### src/rtl/radar_dds_pkg.sv
// Shared definitions for the radar DDS: sequencer state encoding, default
// datapath widths and the DDS pipeline latency used to align the transmit gate.
package radar_dds_pkg;

   localparam int ACC_W_DEF   = 32;
   localparam int PHASE_W_DEF = 23;
   localparam int LEN_W_DEF   = 16;
   localparam int DDS_LAT_DEF = 5;

   typedef enum logic [1:0] {
      ST_IDLE  = 2'd0,
      ST_CHIRP = 2'd1,
      ST_GAP   = 2'd2
   } chirp_state_e;

endpackage

### src/rtl/chirp_phase_acc.sv
// Frequency and phase accumulators for one chirp. phase_top is the phase of the
// sample about to be presented; load restarts the chirp at phase 0 / f_start.
module chirp_phase_acc #(
   parameter int ACC_W   = radar_dds_pkg::ACC_W_DEF,
   parameter int PHASE_W = radar_dds_pkg::PHASE_W_DEF
) (
   input  logic               sys_clk,
   input  logic               sys_rst_n,
   input  logic               load,
   input  logic               en,
   input  logic               down,
   input  logic [ACC_W-1:0]   f_start,
   input  logic [ACC_W-1:0]   k_step,
   output logic [PHASE_W-1:0] phase_top
);

   logic [ACC_W-1:0] phase_q;
   logic [ACC_W-1:0] freq_q;
   logic [ACC_W-1:0] cur_phase;
   logic [ACC_W-1:0] cur_freq;

   // load bypasses the registers so sample 0 can be presented the same cycle
   always_comb begin
      cur_phase = load ? '0 : phase_q;
      cur_freq  = load ? f_start : freq_q;
   end

   assign phase_top = cur_phase[ACC_W-1 -: PHASE_W];

   always_ff @(posedge sys_clk or negedge sys_rst_n) begin
      if (!sys_rst_n) begin
         phase_q <= '0;
         freq_q  <= '0;
      end else if (en) begin
         phase_q <= cur_phase + cur_freq;
         freq_q  <= down ? (cur_freq - k_step) : (cur_freq + k_step);
      end else begin
         phase_q <= '0;
         freq_q  <= f_start;
      end
   end

endmodule

### src/rtl/radar_chirp_seq.sv
// Chirp/burst sequencer for the radar DDS: generates the linear-FM phase word,
// times chirp/gap repetition and produces a transmit gate aligned to DDS output.
module radar_chirp_seq
   import radar_dds_pkg::*;
#(
   parameter int ACC_W   = radar_dds_pkg::ACC_W_DEF,
   parameter int PHASE_W = radar_dds_pkg::PHASE_W_DEF,
   parameter int LEN_W   = radar_dds_pkg::LEN_W_DEF,
   parameter int DDS_LAT = radar_dds_pkg::DDS_LAT_DEF
) (
   input  logic               sys_clk,
   input  logic               sys_rst_n,
   input  logic               start,
   input  logic               stop,
   input  logic [ACC_W-1:0]   f_start,
   input  logic [ACC_W-1:0]   k_step,
   input  logic               down,
   input  logic [LEN_W-1:0]   chirp_len,
   input  logic [LEN_W-1:0]   gap_len,
   input  logic [7:0]         pulse_num,
   output logic [PHASE_W-1:0] rom_addr_reg,
   output logic               busy,
   output logic               pulse_start,
   output logic               tx_en,
   output logic               done,
   output chirp_state_e       state_dbg
);

   // Control semantics: start is a one-cycle request, accepted only in IDLE with
   // a non-zero chirp_len and no stop in the same cycle; there is no ready, an
   // unaccepted start is simply dropped. stop is a level-sampled abort that
   // overrides everything except reset.

   chirp_state_e state, state_nxt;

   logic [ACC_W-1:0]   cfg_f_start;
   logic [ACC_W-1:0]   cfg_k_step;
   logic               cfg_down;
   logic [LEN_W-1:0]   cfg_chirp_len;
   logic [LEN_W-1:0]   cfg_gap_len;
   logic [7:0]         cfg_pulse_num;

   logic [LEN_W-1:0]   chirp_cnt, chirp_cnt_nxt;
   logic [LEN_W-1:0]   gap_cnt, gap_cnt_nxt;
   logic [7:0]         pulse_cnt, pulse_cnt_nxt;
   logic [7:0]         pulse_inc;
   logic               chirp_last;
   logic               gap_last;

   logic               cfg_load;
   logic               acc_load;
   logic               acc_en;
   logic               pulse_start_nxt;
   logic               done_nxt;
   logic [ACC_W-1:0]   acc_f_start;
   logic [ACC_W-1:0]   acc_k_step;
   logic               acc_down;
   logic [PHASE_W-1:0] acc_phase;
   logic [DDS_LAT-1:0] tx_sr;

   assign state_dbg  = state;
   assign pulse_inc  = pulse_cnt + 8'd1;
   assign chirp_last = (chirp_cnt == cfg_chirp_len - LEN_W'(1));
   assign gap_last   = (gap_cnt == cfg_gap_len - LEN_W'(1));
   assign tx_en      = tx_sr[DDS_LAT-1];

   // The first sample of a burst is computed before the config registers load
   always_comb begin
      acc_f_start = (state == ST_IDLE) ? f_start : cfg_f_start;
      acc_k_step  = (state == ST_IDLE) ? k_step  : cfg_k_step;
      acc_down    = (state == ST_IDLE) ? down    : cfg_down;
   end

   chirp_phase_acc #(
      .ACC_W   (ACC_W),
      .PHASE_W (PHASE_W)
   ) u_phase_acc (
      .sys_clk   (sys_clk),
      .sys_rst_n (sys_rst_n),
      .load      (acc_load),
      .en        (acc_en),
      .down      (acc_down),
      .f_start   (acc_f_start),
      .k_step    (acc_k_step),
      .phase_top (acc_phase)
   );

   always_comb begin
      state_nxt       = state;
      chirp_cnt_nxt   = chirp_cnt;
      gap_cnt_nxt     = gap_cnt;
      pulse_cnt_nxt   = pulse_cnt;
      cfg_load        = 1'b0;
      acc_load        = 1'b0;
      acc_en          = 1'b0;
      pulse_start_nxt = 1'b0;
      done_nxt        = 1'b0;
      case (state)
         ST_IDLE: begin
            if (!stop && start && (chirp_len != '0)) begin
               state_nxt       = ST_CHIRP;
               cfg_load        = 1'b1;
               acc_load        = 1'b1;
               acc_en          = 1'b1;
               chirp_cnt_nxt   = '0;
               pulse_cnt_nxt   = '0;
               pulse_start_nxt = 1'b1;
            end
         end
         ST_CHIRP: begin
            if (stop) begin
               state_nxt = ST_IDLE;
            end else if (chirp_last) begin
               pulse_cnt_nxt = pulse_inc;
               if ((cfg_pulse_num != 8'd0) && (pulse_inc == cfg_pulse_num)) begin
                  state_nxt = ST_IDLE;
                  done_nxt  = 1'b1;
               end else if (cfg_gap_len == '0) begin
                  acc_load        = 1'b1;
                  acc_en          = 1'b1;
                  chirp_cnt_nxt   = '0;
                  pulse_start_nxt = 1'b1;
               end else begin
                  state_nxt   = ST_GAP;
                  gap_cnt_nxt = '0;
               end
            end else begin
               acc_en        = 1'b1;
               chirp_cnt_nxt = chirp_cnt + LEN_W'(1);
            end
         end
         ST_GAP: begin
            if (stop) begin
               state_nxt = ST_IDLE;
            end else if (gap_last) begin
               state_nxt       = ST_CHIRP;
               acc_load        = 1'b1;
               acc_en          = 1'b1;
               chirp_cnt_nxt   = '0;
               pulse_start_nxt = 1'b1;
            end else begin
               gap_cnt_nxt = gap_cnt + LEN_W'(1);
            end
         end
         default: state_nxt = ST_IDLE;
      endcase
   end

   always_ff @(posedge sys_clk or negedge sys_rst_n) begin
      if (!sys_rst_n) begin
         state     <= ST_IDLE;
         chirp_cnt <= '0;
         gap_cnt   <= '0;
         pulse_cnt <= '0;
      end else begin
         state     <= state_nxt;
         chirp_cnt <= chirp_cnt_nxt;
         gap_cnt   <= gap_cnt_nxt;
         pulse_cnt <= pulse_cnt_nxt;
      end
   end

   always_ff @(posedge sys_clk or negedge sys_rst_n) begin
      if (!sys_rst_n) begin
         cfg_f_start   <= '0;
         cfg_k_step    <= '0;
         cfg_down      <= 1'b0;
         cfg_chirp_len <= '0;
         cfg_gap_len   <= '0;
         cfg_pulse_num <= '0;
      end else if (cfg_load) begin
         cfg_f_start   <= f_start;
         cfg_k_step    <= k_step;
         cfg_down      <= down;
         cfg_chirp_len <= chirp_len;
         cfg_gap_len   <= gap_len;
         cfg_pulse_num <= pulse_num;
      end
   end

   // Outputs describe the cycle the FSM is entering, so they are all registered
   always_ff @(posedge sys_clk or negedge sys_rst_n) begin
      if (!sys_rst_n) begin
         rom_addr_reg <= '0;
         busy         <= 1'b0;
         pulse_start  <= 1'b0;
         done         <= 1'b0;
         tx_sr        <= '0;
      end else begin
         rom_addr_reg <= (state_nxt == ST_CHIRP) ? acc_phase : '0;
         busy         <= (state_nxt != ST_IDLE);
         pulse_start  <= pulse_start_nxt;
         done         <= done_nxt;
         tx_sr        <= (tx_sr << 1) | DDS_LAT'(state == ST_CHIRP);
      end
   end

endmodule

### config.mk
export PLATFORM = sky130hd
export DESIGN_NAME = radar_chirp_seq
export DESIGN_NICKNAME = d
export VERILOG_FILES = /design/src/rtl/radar_dds_pkg.sv /design/src/rtl/chirp_phase_acc.sv /design/src/rtl/radar_chirp_seq.sv
export SDC_FILE = /design/constraint.sdc
export NUM_CORES = 1
export LEC_CHECK = 0
export BUFFER_PORTS_ARGS = -buffer_cell sky130_fd_sc_hd__buf_2
export CAP_MARGIN = 15
export CORE_AREA = 2 2 233 166
export CTS_CLUSTER_SIZE = 10
export DETAILED_ROUTE_END_ITERATION = 8
export DIE_AREA = 0 0 235 168
export PLACE_DENSITY_LB_ADDON = 0.25
export SYNTH_ARGS = -nofsm -noshare
export SYNTH_HDL_FRONTEND = slang
export SYNTH_SLANG_ARGS = --single-unit
### constraint.sdc
create_clock -name sys_clk -period 14.15 [get_ports sys_clk]
set_input_delay 1.415 -clock sys_clk [delete_from_list [all_inputs] [get_ports sys_clk]]
set_output_delay 1.415 -clock sys_clk [all_outputs]
set_load 0.005 [all_outputs]
==> metrics.yaml, run 1 <==
crit_slowest_cell: "buf_4"
vias: 14523
synth_seq_area_share: 0.366
r2r_cells: 28
synth.distinct_cells: 91
fill_cells: 3610
final_nets: 2232
totalWireLength_mm: 45.8
synthFlopType: "dfrtp_1"
hold_buffers: 0
fin_crit_ps: 7490
crit_buf_inv: 5
synth_nets: 2143
clk_pin_slew_worst_paths_ps: 60
crit_arrival_ps: 7900
cp-end-kind: "flop"
power_density_nw_per_um2: 177
clock-root-buffer: "clkbuf_16"
final_layout_size_suffix_gt1_frac: 0.114
synthXorXnorAreaFrac: 0.0985
hold_depth: 0
grt.total_usage: 0.230
ys_seq_elements: 242
multi_input_area_um2: 9940
drc: 0
grt_pass1_wl_mm: 74.3
ioPinCount: 138
post_cts_buffers: 0
r2r-end: "u_phase_acc.freq_q[31]$_DFF_PN0_"
dp_cells: 2531
hold_path_end: "tx_sr[4]$_DFF_PN0_"
synth_top_family_by_area: "simple AND/OR/NAND/NOR gates"
clk_latency_ps: 570
post_drt_wl_per_cell_um: 17.9
die_h_um: 168
synthMuxAreaShare: 0.0540
outcome: "completed"
fin_util: 0.487
r2r-start: "cfg_gap_len[0]$_DFFE_PN0P_"
core_um2: 37600
synthesis.area_um2: 16500
portBuffers: 137
die_w_um: 235
syn_to_final_growth_pct: 10.8
routabilityCongestion: 0.906
tns_ps: 0
ant_nets: 0
layout.cells.non_filler: 2567
path_depth: 28
first_pass_iters: 5
final.setup_skew_ps: 22.2
grt_max_degree: 112
final_max_slew_viol_count: 0
path_class: "flop to flop"
overflow: 0
dp_hpwl_mm: 33.0
rsz0062_at_grt: "no"
clockBufferDepth: 3
crit_fanout: 74
async_reset_ff_frac: 1.00
design.die.area_um2: 39500
cts_inserted_buffers: 28
cts_sinks: 242
cp.required_ps: 14560
finalCritPeriodShare: 0.530
whs_ps: 345
p_leak_uw: 0.00898
cts_tree: "done"
synth_compound_area_frac: 0.143
hold_path.class: "flop to flop"
yosys.area_share.simple: 0.254
regArea_um2: 6060
cp-startpoint: "cfg_gap_len[0]$_DFFE_PN0P_"
synth_edf_count: 0
syn_area_per_cell_um2: 8.37
setup_violations: 0
ctsResizeCount: 0
yosys.area_share.adder: 0.0512
slew-limit-headroom: 0.298
cts_htree_levels: 1
initial_core_util: 0.440
critPathTopFamily: "compound AO/OA/AOI/OAI gates"
regToRegSetupSlack_ps: 6660
worst_slew_pin_slew_ps: 1050
grt_pass1_vias: 13574
hold_start: "tx_sr[3]$_DFF_PN0_"
antenna_found_initial: 1
ys_warn_count: 0
ir_drop_uv: 101
drt_iter0_drc: 1381
finalHoldViolCount: 0
syn_inst: 1976
slowest_delay_ps: 680
start_kind: "flop"
maxCapViolations: 0
rows: 60
max_freq_ghz: 0.133
post_drt_via_cell_ratio: 5.66
-- synth_stat cells, types with 9 or more instances --
cell      count  area (um2)
nor4_1       15        93.8
nand3_1      42         210
clkbuf_1     71         267
and3_1       54         338
or3_1        14        87.6
xnor2_1      86         753
inv_1        40         150
nor3_1       68         340
ha_1         58         726
nand2b_1      9        56.3
maj3_1       12         120
xor2_1      100         876
a21oi_1      99         495
a21o_1       23         173
nor2_1      161         604
dfrtp_1     242        6060
o31ai_1      15         113
o21a_1       15         113
and2_1       30         188
mux2i_1      81         811
nand4_1      19         119
o21ai_0      84         420
or4_1         9        67.6
a31oi_1      19         119
buf_2         9        45.0
o211ai_1      9        67.6
nor2b_1      14        87.6
nand2_1     419        1570
-- final cells by class --
cell class                 instances  share of cell area
multi-input combinational       1600               0.542
tap                              496              0.0339
timing repair buffer             152              0.0441
antenna                            1            0.000137
sequential                       242               0.330
inverter                          41             0.00860
clock buffer                      33              0.0393
clock inverter                     2             0.00116
-- power breakdown --
part	leakage (uW)	switching, uW	internal (uW)
Combinational	0.00551	964	673
Clock	0.000362	281	352
Sequential	0.00311	126	848
-- cells in the final DEF (no fill, tap or decap), types with 12 or more instances in the layout --
cell       synthesis  final
a21o_1            23     23
a21oi_1           99     99
a31oi_1           19     19
and2_1            30     29
and3_1            54     54
buf_2              9    136
buf_4              2     15
clkbuf_16          0     28
dfrtp_1          242    242
ha_1              58     58
inv_1             40     39
maj3_1            12     12
mux2i_1           81     81
nand2_1          419    419
nand3_1           42     42
nand4_1           19     19
nor2_1           161    160
nor2b_1           14     14
nor3_1            68     68
nor4_1            15     15
o21a_1            15     15
o21ai_0           84     84
o31ai_1           15     15
or3_1             14     14
xnor2_1           86     86
xor2_1           100    100
-- how the worst max path moves through the flow --
stage	slack, ps	end
after floorplan	6890	u_phase_acc.freq_q[31]$_DFF_PN0_
after global placement	7030	u_phase_acc.freq_q[31]$_DFF_PN0_
after detailed placement	6790	u_phase_acc.freq_q[31]$_DFF_PN0_
after CTS	6780	u_phase_acc.freq_q[31]$_DFF_PN0_
after global routing	6280	u_phase_acc.freq_q[31]$_DFF_PN0_
final	6660	u_phase_acc.freq_q[31]$_DFF_PN0_
-- stage by stage --
step                cell area [um2]  setup slack, ps  power [uW]
floorplan                     16500             6890        2210
global placement              17600             7030        2550
detailed placement            17600             6790        2580
CTS                           18300             6780        3230
global route                  18300             6280        3490
finish                        18300             6660        3240
-- cells by family (layout without fill, tap and decap cells) --
family                     after synthesis  count (layout)
and+or+nand+nor                        905             905
AOI/OAI and AO/OA                      351             351
DFF                                    242             242
xor gates and xnor gates               186             186
buffers and inverters                  134             228
muxes                                   88              88
adders and majority gates               70              70
other                                    0               1
-- per-layer routing --
| layer | up-vias | track usage | wire, um |
|---|---|---|---|
| met5 | - | 0 | 0 |
| met4 | 0 | 0.0416 | 733 |
| met3 | 53 | 0.0441 | 3560 |
| met2 | 464 | 0.315 | 18000 |
| met1 | 6967 | 0.370 | 23500 |
| li1 | 7039 | - | - |
No activity file was read; power rests on OpenSTA's default activity.
==> run 2: changes to the inputs <==
==> constraint.sdc (replaced) <==
create_clock -name sys_clk -period 6.42 [get_ports sys_clk]
set_input_delay 0.642 -clock sys_clk [delete_from_list [all_inputs] [get_ports sys_clk]]
set_output_delay 0.642 -clock sys_clk [all_outputs]
set_load 0.005 [all_outputs]
==> run 2 against run 1 <==
Against the previous run:
- die area is the same
- critical path depth did not move
- setup slack got worse by 6400 ps
- register-to-register slack worse by 6400 ps
- sequential cell count unchanged
- global-route usage up 0.37 points
- clock skew down 9.4 ps
- cell count rose by 1.1%
- via count grew 0.34%
- design area up 2.2%
==> metrics.yaml, run 2 (synthesized netlist as in run 1, its figures left out) <==
clk_pin_slew_worst_paths_ps: 60  # about the same
die_h_um: 168  # unchanged
fill_cells: 3543  # was 3610
path_class: "flop to flop"  # unchanged
layout_common_cells: "419 x nand2_1, 242 x dfrtp_1, 160 x nor2_1"  # unchanged
grt.total_usage: 0.234  # was 0.230
core_um2: 37600  # unchanged
drt_iter0_drc: 1438  # was 1381
first_pass_iters: 5  # unchanged
hold_path.class: "primary input to asynchronous set/reset pin"  # was flop to flop
finalHoldViolCount: 0  # unchanged
clockBufferDepth: 3  # unchanged
antenna_found_initial: 5  # was 1
overflow: 0  # unchanged
drc: 0  # unchanged
finalCritPeriodShare: 0.953  # was 0.530
clk_latency_ps: 560  # was 570 ps
routabilityCongestion: 0.895  # was 0.906
slowest_delay_ps: 540  # was 680 ps
grt_max_degree: 147  # was 112
final_nets: 2256  # was 2232
syn_to_final_growth_pct: 13.2  # was 10.8%
slew-limit-headroom: 0.323  # was 0.298
grt_pass1_vias: 13648  # was 13574
vias: 14572  # was 14523
crit_fanout: 5  # was 74
clock-root-buffer: "clkbuf_16"  # unchanged
ioPinCount: 138  # unchanged
cts_htree_levels: 1  # unchanged
place_area_um2: 17800  # was 17600 um2
final_area_um2: 18700  # was 18300 um2
fin_util: 0.498  # was 0.487
dp_hpwl_mm: 33.6  # was 33.0 mm
portBuffers: 137  # unchanged
cts_sinks: 242  # unchanged
ant_nets: 0  # unchanged
outcome: "completed"  # unchanged
final.setup_skew_ps: 12.8  # was 22.2 ps
post_drt_via_cell_ratio: 5.62  # was 5.66
hold_buffers: 0  # unchanged
die_w_um: 235  # unchanged
rsz0062_at_grt: "no"  # unchanged
cts_inserted_buffers: 29  # was 28
initial_core_util: 0.440  # unchanged
rows: 60  # unchanged
crit_arrival_ps: 6530  # was 7900 ps
p_leak_uw: 0.00917  # was 0.00898 uW
layout_commonest_cell: "nand2_1"  # unchanged
whs_ps: 91.9  # was 345 ps
ir_drop_uv: 219  # was 101 uV
grt_pass1_wl_mm: 75.5  # was 74.3 mm
totalWireLength_mm: 46.8  # was 45.8 mm
max_freq_ghz: 0.163  # was 0.133 GHz
maxCapViolations: 0  # unchanged
regToRegSetupSlack_ps: 300  # was 6660 ps
cp-end-kind: "flop"  # unchanged
start_kind: "flop"  # unchanged
final_max_slew_viol_count: 0  # unchanged
final_layout_size_suffix_gt1_frac: 0.131  # was 0.114
setup_violations: 0  # unchanged
crit_slowest_cell: "or4_4"  # was buf_4
design.die.area_um2: 39500  # unchanged
post_drt_wl_per_cell_um: 18.0  # was 17.9 um
power_density_nw_per_um2: 394  # was 177 nW/um2
cts_tree: "done"  # unchanged
worst_slew_pin_slew_ps: 1010  # was 1050 ps
cp.required_ps: 6840  # was 14560 ps
fin_crit_ps: 6120  # was 7490 ps
## run 2: critical path: cells and delay by family (launching register included)
| kind | cells | cell delay, ps |
|---|---|---|
| buffers and inverters | 5 | 600 |
| and+or+nand+nor | 10 | 2190 |
| AOI/OAI and AO/OA | 7 | 1360 |
| DFF | 1 | 400 |
| adders and majority gates | 4 | 1140 |
| xor gates and xnor gates | 2 | 290 |
## run 2: power by group
group / internal (uW) / switching, uW / total [uW]
clock network: 878 / 627 / 1510
logic: 1560 / 2160 / 3720
registers: 1870 / 293 / 2160
## run 2: what timing repair did
| action | CTS | global route |
|---|---|---|
| setup endpoints to repair | 0 | 13 |
| buffers inserted | 0 | 6 |
| gates resized for setup | 0 | 17 |
## run 2: path summary, 6_finish.rpt
path,endpoint,depth (start not counted),start
setup / recovery,u_phase_acc.phase_q[27]$_DFF_PN0_,28,cfg_gap_len[1]$_DFFE_PN0P_
max in group asynchronous,u_phase_acc.freq_q[8]$_DFF_PN0_,2,sys_rst_n
min in group sys_clk,cfg_pulse_num[4]$_DFFE_PN0P_,3,pulse_num[4]
setup reg to reg,u_phase_acc.phase_q[27]$_DFF_PN0_,28,cfg_gap_len[1]$_DFFE_PN0P_
hold reg to reg,tx_sr[1]$_DFF_PN0_,0,tx_sr[0]$_DFF_PN0_
hold / removal,cfg_chirp_len[2]$_DFFE_PN0P_,1,sys_rst_n
## run 2: routing by layer
layer  vias up  wire [um]  track usage  part of all wire
met5         -         21            0           0.00045
met2       495      18000        0.310              0.38
li1       7099          -            -                 -
met4         4        726       0.0369             0.016
met3        57       3470       0.0392             0.074
met1      6917      24600        0.390              0.53
## run 2: cell type report
class	count	area [um2]	share of cell area
Antenna cell	1	2.50	0.000134
Tap cell	496	621	0.0332
Clock buffer	37	786	0.0420
Timing Repair Buffer	175	1040	0.0555
Inverter	41	158	0.00842
Clock inverter	2	35.0	0.00187
Sequential cell	242	6060	0.323
Multi-Input combinational cell	1600	10000	0.535
## run 2: per-stage QoR
stage          cells  total power [uW]  setup TNS (ps)  setup WS (ps)
2_1_floorplan   1976              4880           -24.6          -24.6
3_3_place_gp    2547              5690               0            310
3_5_place_dp    2547              5760               0            154
4_1_cts         2586              7300               0            131
5_1_grt         2594              7940               0           4.05
6_report        2594              7380               0            303
